$ cat src/rtl/dct_row_sequencer_pkg.sv
// dct_row_sequencer_pkg: shared widths, FSM states and the Q16.16 8-point DCT-II basis table
package dct_row_sequencer_pkg;
  localparam int DATA_WIDTH = 32;
  localparam int DATA_DEPTH = 8;
  localparam int ROW_WIDTH  = DATA_WIDTH * DATA_DEPTH;
  typedef enum logic [1:0] {
    IDLE,
    ISSUE,
    DRAIN,
    OUT
  } state_t;
  localparam logic [DATA_WIDTH-1:0] C1 = 32'h00007D8A;
  localparam logic [DATA_WIDTH-1:0] C2 = 32'h00007642;
  localparam logic [DATA_WIDTH-1:0] C3 = 32'h00006A6E;
  localparam logic [DATA_WIDTH-1:0] C4 = 32'h00005A82;
  localparam logic [DATA_WIDTH-1:0] C5 = 32'h0000471D;
  localparam logic [DATA_WIDTH-1:0] C6 = 32'h000030FC;
  localparam logic [DATA_WIDTH-1:0] C7 = 32'h000018F9;
  localparam logic [DATA_WIDTH-1:0] BASIS [DATA_DEPTH][DATA_DEPTH] = '{
    '{ C4,  C4,  C4,  C4,  C4,  C4,  C4,  C4},
    '{ C1,  C3,  C5,  C7, -C7, -C5, -C3, -C1},
    '{ C2,  C6, -C6, -C2, -C2, -C6,  C6,  C2},
    '{ C3, -C7, -C1, -C5,  C5,  C1,  C7, -C3},
    '{ C4, -C4, -C4,  C4,  C4, -C4, -C4,  C4},
    '{ C5, -C1,  C7,  C3, -C3, -C7,  C1, -C5},
    '{ C6, -C2,  C2, -C6, -C6,  C2, -C2,  C6},
    '{ C7, -C5,  C3, -C1,  C1, -C3,  C5, -C7}
  };
endpackage

$ cat src/rtl/dct_row_sequencer_if.sv
// dct_row_sequencer_if: input row, MAC and output row signals of the sequencer
interface dct_row_sequencer_if;
  import dct_row_sequencer_pkg::*;
  logic                  in_valid;
  logic                  in_ready;
  logic [ROW_WIDTH-1:0]  in_data;
  logic [ROW_WIDTH-1:0]  mac_data;
  logic [ROW_WIDTH-1:0]  mac_coeff;
  logic [DATA_WIDTH-1:0] mac_result;
  logic                  out_valid;
  logic                  out_ready;
  logic [ROW_WIDTH-1:0]  out_data;
  logic                  busy;
  modport master (
    input  in_valid, in_data, mac_result, out_ready,
    output in_ready, mac_data, mac_coeff, out_valid, out_data, busy
  );
  modport slave (
    output in_valid, in_data, mac_result, out_ready,
    input  in_ready, mac_data, mac_coeff, out_valid, out_data, busy
  );
endinterface

$ cat src/rtl/dct_row_sequencer_coeff_rom.sv
// dct_row_sequencer_coeff_rom: combinational basis row lookup, element n in slot n
module dct_row_sequencer_coeff_rom
  import dct_row_sequencer_pkg::*;
(
  input  logic [2:0]           k,
  output logic [ROW_WIDTH-1:0] row
);
  for (genvar n = 0; n < DATA_DEPTH; n++) begin : g_col
    assign row[n*DATA_WIDTH +: DATA_WIDTH] = BASIS[k][n];
  end
endmodule

$ cat src/rtl/dct_row_sequencer.sv
// dct_row_sequencer: feeds one row and eight basis rows to the MAC and gathers the 8 coefficients
module dct_row_sequencer
  import dct_row_sequencer_pkg::*;
(
  input logic clk,
  input logic reset,
  dct_row_sequencer_if.master bus
);
  state_t               state, state_nx;
  logic [2:0]           k, cap_idx;
  logic                 cap_en;
  logic [ROW_WIDTH-1:0] row, res, rom_row;
  dct_row_sequencer_coeff_rom u_rom (
    .k  (k),
    .row(rom_row)
  );
  // state register
  always_ff @(posedge clk) state <= reset ? IDLE : state_nx;
  // next state: one row in, eight issue cycles, one drain cycle, hold until taken
  always_comb begin
    state_nx = (state == IDLE  && bus.in_valid)  ? ISSUE :
               (state == ISSUE && k == 3'd7)     ? DRAIN :
               (state == DRAIN)                  ? OUT   :
               (state == OUT   && bus.out_ready) ? IDLE  : state;
  end
  // outputs decoded from state; coefficients only reach the MAC while issuing
  always_comb begin
    bus.in_ready  = state == IDLE;
    bus.busy      = state != IDLE;
    bus.out_valid = state == OUT;
    bus.out_data  = res;
    bus.mac_data  = row;
    bus.mac_coeff = (state == ISSUE) ? rom_row : '0;
  end
  // row latch, basis index and result capture one cycle behind the issue index
  always_ff @(posedge clk) begin
    if (reset) begin
      k       <= '0;
      cap_en  <= 1'b0;
      cap_idx <= '0;
      row     <= '0;
      res     <= '0;
    end else begin
      k       <= (state == ISSUE) ? k + 3'd1 : '0;
      cap_en  <= state == ISSUE;
      cap_idx <= k;
      if (state == IDLE && bus.in_valid) row <= bus.in_data;
      if (cap_en) res[cap_idx*DATA_WIDTH +: DATA_WIDTH] <= bus.mac_result;
    end
  end
endmodule
$ cat src/flat_wrapper.sv
// flat-port wrapper written by rule: the top's interface ports become plain ports
module dct_row_sequencer_flat import dct_row_sequencer_pkg::*;
  (clk, reset, bus_in_valid, bus_in_data, bus_mac_result, bus_out_ready, bus_in_ready, bus_mac_data, bus_mac_coeff, bus_out_valid, bus_out_data, bus_busy);
  dct_row_sequencer_if bus_i ();
  input logic clk;
  input logic reset;
  input wire logic [$bits(bus_i.in_valid)-1:0] bus_in_valid;
  input wire logic [$bits(bus_i.in_data)-1:0] bus_in_data;
  input wire logic [$bits(bus_i.mac_result)-1:0] bus_mac_result;
  input wire logic [$bits(bus_i.out_ready)-1:0] bus_out_ready;
  output wire logic [$bits(bus_i.in_ready)-1:0] bus_in_ready;
  output wire logic [$bits(bus_i.mac_data)-1:0] bus_mac_data;
  output wire logic [$bits(bus_i.mac_coeff)-1:0] bus_mac_coeff;
  output wire logic [$bits(bus_i.out_valid)-1:0] bus_out_valid;
  output wire logic [$bits(bus_i.out_data)-1:0] bus_out_data;
  output wire logic [$bits(bus_i.busy)-1:0] bus_busy;
  assign bus_i.in_valid = bus_in_valid;
  assign bus_i.in_data = bus_in_data;
  assign bus_i.mac_result = bus_mac_result;
  assign bus_i.out_ready = bus_out_ready;
  assign bus_in_ready = bus_i.in_ready;
  assign bus_mac_data = bus_i.mac_data;
  assign bus_mac_coeff = bus_i.mac_coeff;
  assign bus_out_valid = bus_i.out_valid;
  assign bus_out_data = bus_i.out_data;
  assign bus_busy = bus_i.busy;
  dct_row_sequencer u_core (.clk(clk), .reset(reset), .bus(bus_i));
endmodule
$ cat config.mk
export PLATFORM = sky130hd
export DESIGN_NAME = dct_row_sequencer_flat
export DESIGN_NICKNAME = d
export VERILOG_FILES = /design/src/rtl/dct_row_sequencer_pkg.sv /design/src/rtl/dct_row_sequencer_if.sv /design/src/rtl/dct_row_sequencer_coeff_rom.sv /design/src/rtl/dct_row_sequencer.sv /design/src/flat_wrapper.sv
export SDC_FILE = /design/constraint.sdc
export NUM_CORES = 1
export LEC_CHECK = 0
export CAP_MARGIN = 20
export CORE_AREA = 10 10 410 412
export CTS_CLUSTER_DIAMETER = 60
export CTS_CLUSTER_SIZE = 24
export DETAILED_ROUTE_END_ITERATION = 10
export DIE_AREA = 0 0 420 422
export PLACE_DENSITY_LB_ADDON = 0.2
export SLEW_MARGIN = 40
export SYNTH_ARGS = -nofsm -noshare
export SYNTH_HDL_FRONTEND = slang
export SYNTH_SLANG_ARGS = --single-unit
export TNS_END_PERCENT = 20
$ cat constraint.sdc
create_clock -name clk -period 3.8 [get_ports clk]
set_clock_uncertainty 0.15 [all_clocks]
set_input_delay 0.38 -clock clk [delete_from_list [all_inputs] [get_ports clk]]
set_output_delay 0.38 -clock clk [all_outputs]
set_load 0.05 [all_outputs]
Word-level counts from Yosys, hierarchy flattened
Memory sizes are Yosys's and may differ from the RTL's.
Index checks and enable logic that the tools add are counted.
Storage, ports and cells
  register bits: 521
  latch bits: 0
  RAM bits: 0
  bits in read-only memories: 2048
  input port bits: 292
  output and inout port bits: 771
  logic and storage cells: 36
  memories kept: 1
Memory list
  (name not given): words 8, bits a word 256, rd ports 1, clocked after memory_dff 0, wr ports 0, line dct_row_sequencer_coeff_rom.sv:9  | assign row[n*DATA_WIDTH +: DATA_WIDTH] = BASIS[k][n];
Cells by class
  $add $sub $neg: 2
  $mul: 0
  div/mod/pow operators: 0
  order comparisons: 1
  eq/ne operators: 4
  shifts and indexed selects: 2
  multiplexer cells: 8
  bitwise gates (word level): 2
  reductions and logical operators: 9
Operators with widths (number)
  $mux W256: 3
  $bwmux W256: 1
  $shift A32 B34 Y256 const A: 1
  $shiftx A32 B34 Y256: 1
  $neg A8 Y34: 1
  $mux W2: 3
  $eq A2 B2 Y1 const B: 2
  $ge A4 B4 Y1 const B: 1
  $not A3 Y4: 1
  $reduce_bool A4 Y1: 1
  $reduce_or A2 Y1: 2
  $add A3 B1 Y3 const B: 1
  $eq A3 B3 Y1 const B: 1
  $logic_and A1 B1 Y1: 3
  $reduce_bool A3 Y1: 1
  $eq A2 B1 Y1 const B: 1
  $logic_not A2 Y1: 1
  $reduce_bool A2 Y1: 1
  $mux W1: 1
  $not A1 Y1: 1

Logic depth before layout (Yosys ltp)
  word-level depth: 6
  mapped depth: 13
  gate-level depth less buffers: 6

By module
From an unflattened synthesis, not the netlist that was laid out.
Unflattened totals
  cells, all modules: 2813
  area, all modules: 22814.4 um2
Modules (own cells, without submodules)
  dct_row_sequencer: instances 1, cells an instance 2507, area an instance 20837.5 um2, seq. area each 10430.0 um2
  dct_row_sequencer_coeff_rom: instances 1, cells an instance 306, area an instance 1976.9 um2, seq. area each 0.0 um2

Least setup slack after synthesis
OpenSTA, ideal clock, no wires.
  path type: register to output
  start point: reg u_core.k[0]
  end point: out bus_mac_coeff[175]
  arrival: 2935 ps
  data required time: 3270 ps
  setup slack: 335 ps
  cell stages (with the launch flop): 8
  path buffers: 2
  cells stage by stage: dfxtp_1 -> clkbuf_1 -> inv_1 -> ha_1 -> nand2_1 -> nand2_1 -> nor2_1 -> buf_4
On the way
  cells in the longest elaborated chain, start to end: 5
RTL lines
  from (decl): line dct_row_sequencer.sv:10  | logic [2:0] k, cap_idx;
  from (signal assigned): line dct_row_sequencer.sv:44  | k <= (state == ISSUE) ? k + 3'd1 : '0;
  $not A3 Y4 (not written as such): line dct_row_sequencer_coeff_rom.sv:9
  $mem_v2 Z8 W256
  $mux W256 (2 in series)
  $mux W256: line dct_row_sequencer.sv:33  | bus.mac_coeff = (state == ISSUE) ? rom_row : '0;
  to (decl): line flat_wrapper.sv:13  | output wire logic [$bits(bus_i.mac_coeff)-1:0] bus_mac_coeff;
Every way passes these cells. The select of a mux whose other input is x is not followed.

Worst setup path after layout
  start point: reg u_core.k[2]
  end point: out bus_mac_coeff[98]
The elaborated chain is that of the path after synthesis.

==> results by group <==
Critical path
  • Worst r2r src: u_core.cap_idx[1]$_SDFF_PP0_
  • Setup slack, reg-to-reg: 0.71 ns
  • Slowest CP cell: clkdlybuf4s50_1
  • Crit path max fanout: 10
  • Reg2reg end: u_core.bus.out_data[94]$_SDFFE_PP0P_
  • CP bufs+invs: 2
  • Cells on worst reg2reg path: 8
  • Critical Path AT: 3.03 ns
  • Crit Path Category: reg2out
  • Worst Setup EP: bus_mac_coeff[98]
  • Crit path capture type: output port
  • Setup crit start kind: flop
  • Setup crit start: u_core.k[2]$_SDFF_PP0_
  • Critical Path Max Stage Delay: 0.94 ns
  • Critical path depth: 4
  • Required @ worst endpoint: 3.27 ns
  • Largest delay share family, worst path: buffers and inverters
  • Crit-path cells: buf_4 -> nand2_1 -> a21oi_1 -> clkdlybuf4s50_1

CTS
  • Clock sink count: 521
  • Post-CTS Setup Inserts: 0
  • CTS tree: built
  • H-tree Lvls: 3
  • Worst-path clk slew: 0.05 ns
  • Root Buffer: clkbuf_16
  • Number of CTS-inserted buffers: 77
  • CTS Buffer Depth: 3
  • Clock insertion delay at the later pin of the skew report: 0.65 ns

Finish
  • Area Growth Syn to Fin: 73.4%
  • Layout Utilization: 0.230
  • Nets@finish: 3,768
  • Layout cells sized above 1: 0.118

Routing
  • Detailed Route Iter0 Violations: 1,311
  • Vias/cell: 3.82
  • DR vias: 21,433
  • Drt total wl: 129,000 um
  • 1st-pass router iterations: 5
  • Routed WL per cell: 23.0 um
  • Drt drc: 0
  • Routed Antenna Nets: 0

Power and ir drop
  • Power Dens Cells: 431 nW/um2
  • Combinational Power Share: 0.172
  • Clock power share: 0.467
  • Switching pwr: 5.06 mW
  • Sequential power share: 0.361
  • Sw Share: 0.319
  • Peak VDD IR: 0.320 mV
  • Leakage power: 13.5 nW
  • Pint: 10.8 mW

Global routing
  • Congestion Overflow GR: 0
  • Total track usage: 0.137
  • Largest net degree at the start of global routing: 142
  • Number of global-route vias before repair: 21,193
  • First-pass GRT wire length: 176,000 um
  • Initial antenna violation count: 13

Synthesis
  • Synth Register Bits: 521
  • Main synth FF type: dfxtp_1
  • Synth warn: 0
  • Most common cell in the netlist: nand2_1
  • Post-Syn Area: 21,200 um2
  • Post-synth top area share: 0.492
  • Post-synth EDFFs: 0
  • Syn Area/Cell: 8.13 um2
  • Share of synthesized flip-flops with an asynchronous set or reset: 0
  • Top cells by area, synth: dfxtp_1 (49%), nand2_1 (12%), a21oi_1 (9.7%)
  • Post-Syn Instances: 2,610
  • Most frequent cells after synthesis: nand2_1 (694), dfxtp_1 (521), a21oi_1 (412)
  • Sequential share of the synthesized area: 0.492
  • Synth unique cells: 44
  • Area leader, netlist: dfxtp_1

Timing
  • Hold Fails Final Rpt: 0
  • Sum Neg Setup Slack: 0 ns
  • Worst hold margin: 0.0865 ns
  • Least-Margin Pin Slew: 0.904 ns
  • Max Fclk: 281 MHz
  • Unrepaired setup endpoints after global routing: false
  • Final cycle utilization of the critical path: 0.938
  • Min cycle time layout: 3.56 ns
  • Final max-slew violation count: 0
  • Rel. slew slack: 0.395
  • Setup violations, final: 0

Die
  • Core area: 160,000 um2
  • Io pins: 1,063
  • Die width: 420 um
  • Starting Density: 0.133
  • Cell Rows: 147
  • Die H: 422 um
  • Area of the die: 177,000 um2

Place
  • Detail Placement HPWL: 98,800 um
  • Input/output buffers: 1,044
  • Placer Congestion: 0.840

Min path
  • Worst Hold Class: in2reg

Run
  • Max-Cap Viols: 0

Run status
  • Status: complete, no violations
-- worst min-delay path by stage --
stage                                            endpoint                                   from  cells past startpoint  slack [ns]
floorplan             u_core.bus.mac_data[0]$_SDFFE_PP0P_                         bus_in_data[0]                      2        0.37
global placement    u_core.bus.mac_data[145]$_SDFFE_PP0P_  u_core.bus.mac_data[145]$_SDFFE_PP0P_                      2        0.29
detailed placement  u_core.bus.mac_data[239]$_SDFFE_PP0P_  u_core.bus.mac_data[239]$_SDFFE_PP0P_                      2        0.30
CTS                 u_core.bus.mac_data[194]$_SDFFE_PP0P_                       bus_in_data[194]                      3      0.0005
global route         u_core.bus.mac_data[96]$_SDFFE_PP0P_                        bus_in_data[96]                      3        0.02
finish               u_core.bus.out_data[68]$_SDFFE_PP0P_                      bus_mac_result[4]                      3        0.09
-- layer usage --
layer	global-route usage	up-vias	routed length (um)
li1	-	10283	-
met4	0.0298	12	2590
met2	0.239	686	64200
met3	0.0511	130	10600
met1	0.158	10322	51500
met5	0	-	58
-- stage by stage --
stage,setup WS (ns),area [um2],power [mW],instances
6_report,0.235,36800,15.9,5610
2_1_floorplan,0.335,21300,7.32,2627
5_1_grt,0.0469,36800,16.5,5609
3_5_place_dp,0.741,34000,8.59,5456
4_1_cts,0.0208,36700,16.2,5606
3_3_place_gp,0.803,33900,8.58,5452
-- worst min-delay path, cell delays in order --
cell and delay (ns):
buf_2 0.25, nand4_1 0.13, a21oi_1 0.06
-- power groups by stage --
| stage | clock [mW] | sequential, mW | combinational, mW |
|---|---|---|---|
| floorplan | 0 | 6.42 | 0.901 |
| global placement | 0 | 5.84 | 2.75 |
| detailed placement | 0 | 5.84 | 2.75 |
| CTS | 7.70 | 5.72 | 2.76 |
| global route | 7.92 | 5.74 | 2.86 |
| finish | 7.41 | 5.72 | 2.72 |
-- cell families after synthesis --
group	share of synthesized area
simple gates	0.206
compound gates	0.139
flops	0.492
buf+inv	0.0986
mux	0.0548
fa+ha+maj	0.0100
other cells	0.000177
-- layout make-up --
cell class / count / area [um2]
Sequential cell: 521 / 10400
Timing Repair Buffer: 1132 / 12200
Clock inverter: 56 / 633
Inverter: 14 / 60.1
Antenna cell: 3 / 7.51
Fill cell: 17485 / 123000
Tap cell: 2086 / 2610
Clock buffer: 85 / 2010
Multi-Input combinational cell: 1713 / 8820
-- registers in the layout (all words and copies together) (netlist names) --
name	cells
u_core.cap_idx	3
u_core.bus.out_data	256
u_core.k	3
u_core.bus.mac_data	256
u_core.cap_en	1
u_core.state	2
-- cells in the final DEF, fill, tap and decap left out, types with 3 or more instances in the layout --
| master | instances |
|---|---|
| dlymetal6s2s_1 | 4 |
| clkinvlp_4 | 9 |
| a21oi_1 | 411 |
| or2_2 | 4 |
| clkbuf_8 | 3 |
| diode_2 | 3 |
| and3b_1 | 8 |
| clkdlybuf4s50_1 | 889 |
| bufinv_16 | 4 |
| a211oi_1 | 3 |
| ha_1 | 15 |
| clkinv_16 | 3 |
| clkbuf_16 | 78 |
| conb_1 | 18 |
| mux2i_1 | 115 |
| o41ai_1 | 4 |
| nor3_1 | 25 |
| o21ai_0 | 116 |
| inv_8 | 3 |
| nand3_1 | 52 |
| nor2_1 | 64 |
| buf_2 | 4 |
| a31o_2 | 20 |
| nand2b_1 | 22 |
| nor2b_1 | 7 |
| and2_1 | 7 |
| clkbuf_1 | 4 |
| clkinv_4 | 6 |
| inv_1 | 13 |
| dlygate4sd3_1 | 9 |
| inv_6 | 18 |
| dfxtp_1 | 520 |
| o311ai_0 | 4 |
| buf_4 | 111 |
| nand4_1 | 66 |
| clkinv_2 | 10 |
| nand2_1 | 694 |
| buf_12 | 112 |
| nand4b_1 | 28 |
-- timing repair --
| action | in CTS | in global routing |
|---|---|---|
| hold buffers | 9 | 0 |
| endpoints found under the hold margin | 40 | 0 |
| resized for setup | 0 | 7 |
| endpoints found under the setup margin | 0 | 8 |
No activity file was read; power rests on OpenSTA's default activity.
